==> src/rtl/pulse_train_generator_if.sv <==
// Duration handshake bundle for the pulse train generator.
// Master supplies a low-phase length and start mode; slave signals readiness.
interface pulse_train_generator_if;
    logic [11:0] dur_in;
    logic        dur_valid;
    logic        dur_ready;
    logic        mode;

    modport master (
        output dur_in,
        output dur_valid,
        output mode,
        input  dur_ready
    );

    modport slave (
        input  dur_in,
        input  dur_valid,
        input  mode,
        output dur_ready
    );
endinterface

==> src/rtl/pulse_train_generator.sv <==
// Pulse train generator: one high cycle followed by D low cycles per period,
// single-shot or continuous, with a one-deep shadow for the next period length.
module pulse_train_generator #(
    parameter int CNT_W = 8
) (
    input  logic                 clk,
    input  logic                 reset,
    pulse_train_generator_if.slave dur,
    input  logic                 stop,
    output logic                 pulse_out,
    output logic                 busy,
    output logic                 done,
    output logic [CNT_W-1:0]     pulse_cnt,
    output logic                 err
);

    typedef enum logic [1:0] {
        IDLE,
        HIGH,
        LOW
    } state_t;

    state_t             state_q, state_d;
    logic [11:0]        active_q, active_d;
    logic [11:0]        shadow_q, shadow_d;
    logic [11:0]        low_q, low_d;
    logic               shadow_vld_q, shadow_vld_d;
    logic               mode_q, mode_d;
    logic               rdy_en_q;
    logic               pulse_d, done_d, err_d;
    logic [CNT_W-1:0]   cnt_d;
    logic               xfer, xfer_zero, xfer_ok, low_last;

    // Readiness waits for the first clock edge after reset release.
    assign dur.dur_ready = rdy_en_q & ((state_q == IDLE) | ~shadow_vld_q);
    assign xfer          = dur.dur_valid & dur.dur_ready;
    assign xfer_zero     = xfer & (dur.dur_in == 12'd0);
    assign xfer_ok       = xfer & ~xfer_zero;
    assign low_last      = (low_q == 12'd1);
    assign busy          = (state_q != IDLE);

    always_comb begin
        state_d      = state_q;
        active_d     = active_q;
        shadow_d     = shadow_q;
        shadow_vld_d = shadow_vld_q;
        low_d        = low_q;
        mode_d       = mode_q;
        cnt_d        = pulse_cnt;
        done_d       = 1'b0;
        err_d        = err | xfer_zero;

        if (busy && xfer_ok) begin
            shadow_d     = dur.dur_in;
            shadow_vld_d = 1'b1;
        end

        unique case (state_q)
            IDLE: begin
                if (xfer_ok) begin
                    state_d      = HIGH;
                    active_d     = dur.dur_in;
                    mode_d       = dur.mode;
                    cnt_d        = CNT_W'(1);
                    shadow_vld_d = 1'b0;
                end
            end
            HIGH: begin
                state_d = LOW;
                low_d   = active_q;
            end
            LOW: begin
                if (!low_last) begin
                    low_d = low_q - 12'd1;
                end else if (mode_q) begin
                    state_d = HIGH;
                    cnt_d   = pulse_cnt + CNT_W'(1);
                    if (shadow_vld_q) begin
                        active_d     = shadow_q;
                        shadow_vld_d = 1'b0;
                    end
                end else begin
                    state_d      = IDLE;
                    done_d       = 1'b1;
                    shadow_vld_d = 1'b0;
                end
            end
            default: state_d = IDLE;
        endcase

        // Abort wins over everything except the sticky error.
        if (busy && stop) begin
            state_d      = IDLE;
            shadow_vld_d = 1'b0;
            done_d       = 1'b0;
            cnt_d        = pulse_cnt;
            low_d        = low_q;
            active_d     = active_q;
        end

        pulse_d = (state_d == HIGH);
    end

    always_ff @(posedge clk or posedge reset) begin
        if (reset) begin
            state_q      <= IDLE;
            active_q     <= '0;
            shadow_q     <= '0;
            shadow_vld_q <= 1'b0;
            low_q        <= '0;
            mode_q       <= 1'b0;
            rdy_en_q     <= 1'b0;
            pulse_out    <= 1'b0;
            done         <= 1'b0;
            err          <= 1'b0;
            pulse_cnt    <= '0;
        end else begin
            state_q      <= state_d;
            active_q     <= active_d;
            shadow_q     <= shadow_d;
            shadow_vld_q <= shadow_vld_d;
            low_q        <= low_d;
            mode_q       <= mode_d;
            rdy_en_q     <= 1'b1;
            pulse_out    <= pulse_d;
            done         <= done_d;
            err          <= err_d;
            pulse_cnt    <= cnt_d;
        end
    end

endmodule

==> src/flat_wrapper.sv <==
// flat-port wrapper written by rule: the top's interface ports become plain ports
module pulse_train_generator_flat 
#(
    parameter int CNT_W = 8
)
  (clk, reset, stop, pulse_out, busy, done, pulse_cnt, err, dur_dur_in, dur_dur_valid, dur_mode, dur_dur_ready);
  pulse_train_generator_if dur_i ();
  input  logic clk;
  input  logic reset;
  input  logic stop;
  output logic pulse_out;
  output logic busy;
  output logic done;
  output logic [CNT_W-1:0] pulse_cnt;
  output logic err;
  input wire logic [$bits(dur_i.dur_in)-1:0] dur_dur_in;
  input wire logic [$bits(dur_i.dur_valid)-1:0] dur_dur_valid;
  input wire logic [$bits(dur_i.mode)-1:0] dur_mode;
  output wire logic [$bits(dur_i.dur_ready)-1:0] dur_dur_ready;
  assign dur_i.dur_in = dur_dur_in;
  assign dur_i.dur_valid = dur_dur_valid;
  assign dur_i.mode = dur_mode;
  assign dur_dur_ready = dur_i.dur_ready;
  pulse_train_generator #(.CNT_W(CNT_W)) u_core (.clk(clk), .reset(reset), .dur(dur_i), .stop(stop), .pulse_out(pulse_out), .busy(busy), .done(done), .pulse_cnt(pulse_cnt), .err(err));
endmodule
==> config.mk <==
export PLATFORM = sky130hd
export DESIGN_NAME = pulse_train_generator_flat
export DESIGN_NICKNAME = d
export VERILOG_FILES = /design/src/rtl/pulse_train_generator_if.sv /design/src/rtl/pulse_train_generator.sv /design/src/flat_wrapper.sv
export SDC_FILE = /design/constraint.sdc
export NUM_CORES = 1
export LEC_CHECK = 0
export BUFFER_PORTS_ARGS = -buffer_cell sky130_fd_sc_hd__buf_2
export CAP_MARGIN = 20
export CELL_PAD_IN_SITES_DETAIL_PLACEMENT = 1
export CELL_PAD_IN_SITES_GLOBAL_PLACEMENT = 1
export CORE_ASPECT_RATIO = 0.7
export CORE_MARGIN = 4
export CORE_UTILIZATION = 23
export CTS_CLUSTER_SIZE = 8
export DETAILED_ROUTE_END_ITERATION = 6
export PLACE_DENSITY_LB_ADDON = 0.1
export SLEW_MARGIN = 10
export SYNTH_ARGS = -nofsm -noshare
export SYNTH_HDL_FRONTEND = slang
export SYNTH_SLANG_ARGS = --single-unit
==> constraint.sdc <==
create_clock -name clk -period 2.65 [get_ports clk]
set_input_delay 0.53 -clock clk [delete_from_list [all_inputs] [get_ports clk]]
set_output_delay 0.53 -clock clk [all_outputs]
set_load 0.01 [all_outputs]
==> Word level (Yosys, flattened, before mapping) <==
Index checks and enable logic that the tools add are counted.
{ "word_totals": {"regBits": 52, "inputBits": 17, "out_inout_bits": 13, "wordCells": 69} }
{ "op_classes": {"addsub": 2, "eq_ne": 9, "n_mux": 27, "bitwise": 9, "n_reduce_logical": 11} }
{ "op_table": {"columns": ["operator", "count"], "rows": [
  ["two-way mux 12 bit", 5],
  ["case mux 12 bit (2 select lines)", 2],
  ["two-way mux 8 bit", 3],
  ["case mux 8 bit (2 select lines)", 1],
  ["equality test 12 x 1 -> 1 bit (second input constant)", 1],
  ["logical NOT 12 bit", 1],
  ["subtractor 12 x 1 -> 12 bit (second input constant)", 1],
  ["two-way mux 1 bit", 11],
  ["adder 8 x 1 -> 8 bit (second input constant)", 1],
  ["inequality test 2 x 1 -> 1 bit (second input constant)", 4],
  ["two-way mux 2 bit", 3],
  ["case mux 2 bit (3 select lines)", 1],
  ["AND reduction 6 bit", 1],
  ["nonzero test 2 bit", 3],
  ["AND reduction 5 bit", 1],
  ["AND 1 bit", 4],
  ["equality test 2 x 1 -> 1 bit (second input constant)", 2],
  ["NOT 1 bit", 3],
  ["AND reduction 3 bit", 1],
  ["equality test 2 bit (second input constant)", 1],
  ["logical AND 1 bit", 2],
  ["logical NOT 2 bit", 1],
  ["inequality test 2 bit (second input constant)", 1],
  ["OR 1 bit", 2],
  ["other kinds (2)", 2]
]} }

==> Longest topological paths before layout <==
Gate-level depths: netlist of run 1.
{ "depth": {"ltp_word": 14, "mapped_depth": 9, "mapped_depth_nobuf": 6} }

==> Worst setup path before layout of run 1 <==
OpenSTA, ideal clock, no wires.
{ "synth_timing": {"path_type": "register -> register", "start": "reg u_core.state_q[0]", "end": "reg u_core.active_q[10]", "setup_time_ns": 0.125, "arrival_time_ns": 2.055, "required_ns": 2.525, "setup_slack_ns": 0.470, "stages_incl_launch_ff": 10, "path_buffers": 3, "period_less_slack_ns": 2.180, "path_cell_list": "dfrtp_1 > inv_1 > ha_1 > buf_6 > nor2b_1 > a221o_1 > clkbuf_2 > a211oi_2 > buf_6 > mux2_4"} }
{ "synth_via": {"elab_chain_cells": 9, "word_cells_on_any_way": 18, "classes_between": "5 x eq/ne; 1 x mux; 7 x bitwise; 5 x reduce/logical"} }
{ "synth_rtl": {"columns": ["item", "line_no", "text"], "rows": [
  ["start, declared", "pulse_train_generator.sv:23", "state_t state_q, state_d;"],
  ["start signal, assigned", "pulse_train_generator.sv:118", "state_q <= state_d;"],
  ["logical NOT 2 bit", "pulse_train_generator.sv:35, pulse_train_generator.sv:58", null],
  ["OR 1 bit", "pulse_train_generator.sv:35", "assign dur.dur_ready = rdy_en_q & ((state_q == IDLE) | ~shadow_vld_q);"],
  ["AND 1 bit", "pulse_train_generator.sv:35", null],
  ["AND 1 bit", "pulse_train_generator.sv:36", "assign xfer = dur.dur_valid & dur.dur_ready;"],
  ["AND 1 bit", "pulse_train_generator.sv:37", "assign xfer_zero = xfer & (dur.dur_in == 12'd0);"],
  ["NOT 1 bit", "pulse_train_generator.sv:38", "assign xfer_ok = xfer & ~xfer_zero;"],
  ["AND 1 bit", "pulse_train_generator.sv:38", null],
  ["inequality test 2 x 1 -> 1 bit (no source line)", null, null],
  ["AND reduction 6 bit (no source line)", null, null],
  ["end signal, assigned", "pulse_train_generator.sv:119", "active_q <= active_d;"],
  ["end, declared", "pulse_train_generator.sv:24", "logic [11:0] active_q, active_d;"]
]} }
Parallel ways exist; a longest one is shown, timed or not.
A chain may end at the register's enable or synchronous reset.

==> Worst setup path in the final report of run 1 <==
{ "layout_timing": {"start": "reg u_core.state_q[0]", "end": "reg u_core.active_q[8]"} }
Same word-level chain as after synthesis.

==> results.toml, run 1 <==
[yosys]
ys_ff_latch = 52
seq_area_frac_synth_pct = 43.4
synth_adder_area_share_pct = 2.50
synth_top_family_by_area = "multiplexers"
yosys.area_share.simple_pct = 17.0
yosys-mux-area-fraction_pct = 18.0
async_flop_share_pct = 100
syn-instance-count = 273
synth_top_cell_by_area = "dfrtp_1"
synth_compound_area_share_pct = 14.0
yosysWarnings = 0
synth_common_cells = "52 x dfrtp_1, 25 x mux2_2, 14 x mux2i_1, 12 x inv_1, 11 x nand2_1"
synth.most_common_cell = "dfrtp_1"
synth_area_per_cell_um2 = 11.0
synth_flop_cell = "dfrtp_1"
synth_fp_nets = 296
synth_xor_area_share_pct = 0
syn_area_um2 = 3000
synth_edf_count = 0
ys_types = 60
synth_area_leaders = "dfrtp_1 43%, mux2_2 9.4%, mux2i_1 4.7%, mux2_4 4.0%, ha_1 2.5%"
yosysTopAreaCellShare_pct = 43.4

[global_route]
grt_pass1_wl_um = 14300
first_global_vias = 2498
grtUsageTotal_pct = 12.3
gr-total-overflow = 0
antenna_found_initial = 0
grt_max_degree = 25

[floorplan]
coreArea_um2 = 12600
dieArea_um2 = 15000
die_h_um = 104
initial_utilization_pct = 23.8
die_width_um = 145
io_pins = 30
num_rows = 34

[clock_network]
cts_setup_buffers = 0
cts_resized = 0
postCtsHoldBufs = 0
root_buffer = "clkbuf_16"
clkSinkCount = 52
numCtsBuffers = 5
path_clk_slew_ns = 0.08
cts_tree = "yes"
clk_path_buf_depth = 2
clk_latency_ns = 0.30
cts_htree_levels = 2

[placement]
placed_cells = 480
port_buffers = 29
dp_hpwl_um = 6680
place_congestion = 0.758

[critical_path]
cp-start-kind = "flip-flop"
cp_common_cell = "buf_4"
rr_worst_depth = 8
crit_slowest_cell = "a211oi_2"
worstSetupPathType = "flip-flop to flip-flop"
crit_fanout = 8
crit_path_end_kind = "flip-flop"
crit_chain = "inv_1 -> ha_1 -> buf_4 -> nor4b_1 -> and4b_1 -> a211oi_2 -> buf_4 -> mux2_2"
r2r-start = "u_core.state_q[0]$_DFF_PP0_"
cp_slowest_stage_delay_ns = 0.46
r2r_slack_ns = 0.22
crit_required_ns = 2.84
reg2reg_to = "u_core.active_q[8]$_DFFE_PP0P_"
cp.arrival_ns = 2.62

[sta]
finalHoldViolations = 0
finalSetupViolations = 0
rsz0062_at_grt = "false"
post-route-period-util_pct = 91.6
drv_slew = 0
tightest_slew_ns = 0.805
slew_headroom_pct = 45.9
setup_tns_ns = 0
skew_ns = 0.00448
min_period_ns = 2.43
timing.fmax_ghz = 0.412

[power]
peakVddDrop_v = 0.000309
power_leakage_nw = 1.58
power-per-cell-area_nw_per_um2 = 1090

[detailed_routing]
avgRoutedWirePerCell_um = 18.3
viasPerCell = 4.90
vias = 2389
post-route-drc-count = 0
drtIter0Drc = 86
drt_first_pass_iters = 4
totalWireLength_um = 8920
detail-route-antenna-nets = 0

[finish]
area_growth_pct = 21.3
drive_above_1_share_pct = 35.3
fin_cells = 488
antennaDiodeCount = 0
nNetsFinal = 348

[hold_path]
hold_class = "primary input to async pin"

[flow_run]
cap_violations = 0

[run_status]
status = "finished clean"
-- kinds of logic (layout without fill, tap and decap cells) --
group,Yosys count,in the layout
other,1,1
buffers and inverters,28,81
multiplexers,47,47
adder cells (fa/ha/maj),6,6
AND/OR/NAND/NOR,83,83
AO/OA/AOI/OAI,56,56
flip-flops,52,52
-- per-layer routing --
metal | vias up | part of all wire (%) | GRT usage (%)
met2 | 40 | 40 | 16.0
met5 | - | 0 | 0
met4 | 0 | 0.92 | 2.60
li1 | 1127 | - | -
met1 | 1215 | 56 | 20.3
met3 | 7 | 3.3 | 2.53
-- how the worst max path moves through the flow --
stage	from	to	slack [ns]	cells past startpoint
floorplan	u_core.state_q[0]$_DFF_PP0_	u_core.active_q[10]$_DFFE_PP0P_	0.47	9
global placement	u_core.state_q[0]$_DFF_PP0_	u_core.active_q[8]$_DFFE_PP0P_	-0.07	7
detailed placement	dur_dur_in[4]	u_core.active_q[10]$_DFFE_PP0P_	0.17	6
CTS	u_core.state_q[0]$_DFF_PP0_	u_core.active_q[8]$_DFFE_PP0P_	0.21	8
global route	u_core.state_q[1]$_DFF_PP0_	u_core.low_q[2]$_DFFE_PP0P_	0.08	7
finish	u_core.state_q[0]$_DFF_PP0_	u_core.active_q[8]$_DFFE_PP0P_	0.22	8
-- area by class of cell --
class	count	area, um2
flip-flops and latches	52	1300
clock buffers	5	125
clock inverters	3	22.5
inverters	13	48.8
well taps	162	203
repair buffers	60	390
fillers	1439	8950
multi-input cells	193	1550
-- state kept, by name, summed over array words and instances (netlist names) --
register / cells
u_core.active_q: 12
u_core.low_q: 12
u_core.shadow_q: 12
u_core.pulse_cnt: 8
u_core.state_q: 2
u_core.done: 1
u_core.err: 1
u_core.mode_q: 1
u_core.pulse_out: 1
u_core.rdy_en_q: 1
u_core.shadow_vld_q: 1
-- worst max-delay path, delay by kind of cell, from the launching register on --
family | cells | cell delay [ns]
AND/OR/NAND/NOR | 2 | 0.35
flip-flops | 1 | 0.35
multiplexers | 1 | 0.35
AO/OA/AOI/OAI | 1 | 0.46
buffers and inverters | 3 | 0.56
adder cells (fa/ha/maj) | 1 | 0.25
-- through the flow --
step                hold WS, ns  area (um2)  util [%]  setup slack (ns)  power, mW
global placement          0.446        3490      27.7           -0.0740       3.26
detailed placement        0.443        3490      27.8             0.174       3.29
floorplan                 0.430        3000         -             0.470       2.61
finish                    0.250        3640      28.9             0.223       3.96
global route              0.284        3640      28.9            0.0812       4.23
CTS                       0.259        3640      28.9             0.214       4.00
-- layout by cell type (no fill, tap or decap), types with 6 or more instances in the layout --
master,instances
inv_1,11
dfrtp_1,52
o31ai_1,6
mux2i_1,14
nand2_1,11
nor3_1,7
nand3_1,9
ha_1,6
o21ai_0,10
nor2_1,10
mux2_4,8
buf_2,29
mux2_2,25
buf_4,30
nor4_1,10
-- power breakdown --
part | total (mW) | switching [mW] | internal, mW
Sequential | 1.36 | 0.241 | 1.12
Combinational | 1.91 | 0.964 | 0.942
Clock | 0.697 | 0.341 | 0.356
No activity file was read; power rests on OpenSTA's default activity.
==> run 2: changes to the inputs <==
--- a/config.mk
+++ b/config.mk
@@ -14,6 +14,7 @@
 export CORE_UTILIZATION = 23
 export CTS_CLUSTER_SIZE = 8
 export DETAILED_ROUTE_END_ITERATION = 6
+export MAX_ROUTING_LAYER = met4
 export PLACE_DENSITY_LB_ADDON = 0.1
 export SLEW_MARGIN = 10
 export SYNTH_ARGS = -nofsm -noshare
==> results.toml, run 2 (synthesized netlist as in run 1, its figures left out) <==
[critical_path]
reg2reg_to = "u_core.active_q[8]$_DFFE_PP0P_"
cp_common_cell = "buf_4"
crit_required_ns = 2.84
cp_slowest_stage_delay_ns = 0.51
worstSetupPathType = "flip-flop to flip-flop"
r2r-start = "u_core.state_q[1]$_DFF_PP0_"
path_depth = 6
crit_path_end_kind = "flip-flop"
critPathBufInv = 2
cp.arrival_ns = 2.61
rr_worst_depth = 6
crit_chain = "buf_4 -> ha_1 -> a221o_1 -> a211oi_2 -> buf_4 -> mux2_2"
crit_slowest_cell = "a211oi_2"
cp-start-kind = "flip-flop"
r2r_slack_ns = 0.23
crit_family = "compound AO/OA/AOI/OAI gates"
worstSetupEndpoint = "u_core.active_q[8]$_DFFE_PP0P_"
crit_fanout = 8
startpoint = "u_core.state_q[1]$_DFF_PP0_"

[power]
peakVddDrop_v = 0.000308
power-per-cell-area_nw_per_um2 = 1090
power_leakage_nw = 1.58

[placement]
port_buffers = 29
placed_cells = 480
place_congestion = 0.768
place_area_um2 = 3490
dp_hpwl_um = 6680

[finish]
nNetsFinal = 348
top_regs = "u_core.active_q: 12 flops, u_core.low_q: 12 flops, u_core.shadow_q: 12 flops"
fillers = 1439
fin_cells = 488
layout_common_cells = "52 x dfrtp_1, 30 x buf_4, 29 x buf_2, 25 x mux2_2, 14 x mux2i_1"
final_common_cell = "dfrtp_1"
antennaDiodeCount = 0
drive_above_1_share_pct = 35.3
area_growth_pct = 21.3
design_area_um2 = 3640

[clock_network]
cts_resized = 0
postCtsHoldBufs = 0
clk_path_buf_depth = 2
clkSinkCount = 52
cts_htree_levels = 2
cts_setup_buffers = 0
path_clk_slew_ns = 0.08
cts_tree = "yes"
clk_latency_ns = 0.30
numCtsBuffers = 5
root_buffer = "clkbuf_16"

[global_route]
grtUsageTotal_pct = 12.6
grt_max_degree = 25
gr-total-overflow = 0
antenna_found_initial = 0
first_global_vias = 2502
grt_pass1_wl_um = 14300

[sta]
post-route-period-util_pct = 91.4
rsz0062_at_grt = "false"
min_period_ns = 2.42
skew_ns = 0.00485
finalSetupViolations = 0
finalHoldViolations = 0
timing.fmax_ghz = 0.413
tightest_slew_ns = 0.733
whs_ns = 0.246
slew_headroom_pct = 50.7
drv_slew = 0

[floorplan]
die_width_um = 145
coreArea_um2 = 12600
num_rows = 34
io_pins = 30
die_h_um = 104
initial_utilization_pct = 23.8
dieArea_um2 = 15000

[hold_path]
hold_class = "primary input to async pin"

[detailed_routing]
vias = 2374
post-route-drc-count = 0
avgRoutedWirePerCell_um = 18.2
detail-route-antenna-nets = 0
drtIter0Drc = 85
viasPerCell = 4.86
totalWireLength_um = 8890
drt_first_pass_iters = 4

[run_status]
status = "finished clean"

[flow_run]
cap_violations = 0
## run 2: where the power goes
part           internal, mW  switching [mW]
logic                 0.942           0.962
clock network         0.355           0.339
registers              1.12           0.241
## run 2: routing by layer
metal	global-route usage [%]	part of all wire (%)	up-vias
li1	-	-	1128
met1	20.4	56	1204
met2	16.0	40	35
met3	2.40	3.3	7
met4	2.60	0.90	0
met5	-	0	-
## run 2: final cells by class
type	count	area (um2)	area share, %
repair buffers	60	390	10.7
flip-flops and latches	52	1300	35.7
well taps	162	203	5.57
clock buffers	5	125	3.44
multi-input cells	193	1550	42.6
clock inverters	3	22.5	0.618
inverters	13	48.8	1.34
## run 2: how the worst min path moves through the flow
| stage | from | to | slack, ns | cells after the start |
|---|---|---|---|---|
| 5_1_grt | reset | u_core.shadow_q[10]$_DFFE_PP0P_ | 0.28 | 2 |
| 3_3_place_gp | u_core.err$_DFF_PP0_ | u_core.err$_DFF_PP0_ | 0.45 | 1 |
| 4_1_cts | reset | u_core.shadow_q[11]$_DFFE_PP0P_ | 0.26 | 2 |
| 3_5_place_dp | u_core.err$_DFF_PP0_ | u_core.err$_DFF_PP0_ | 0.44 | 1 |
| 6_report | reset | u_core.shadow_q[9]$_DFFE_PP0P_ | 0.25 | 2 |
| 2_1_floorplan | u_core.mode_q$_DFFE_PP0P_ | u_core.done$_DFF_PP0_ | 0.43 | 1 |
## run 2: through the flow
| step | TNS (ns) | utilization (%) | worst slack [ns] | power [mW] |
|---|---|---|---|---|
| after CTS | 0 | 28.9 | 0.214 | 4.00 |
| after floorplan | 0 | - | 0.470 | 2.61 |
| after global routing | 0 | 28.9 | 0.0801 | 4.23 |
| after detailed placement | 0 | 27.8 | 0.174 | 3.29 |
| final | 0 | 28.9 | 0.228 | 3.96 |
| after global placement | -0.296 | 27.7 | -0.0740 | 3.26 |
## run 2: worst register-to-register path, delay by kind of cell (launching register included)
| kind | cells | cell delay (ns) |
|---|---|---|
| compound gates | 2 | 0.89 |
| flops | 1 | 0.39 |
| mux | 1 | 0.35 |
| fa+ha+maj | 1 | 0.22 |
| buf+inv | 2 | 0.46 |
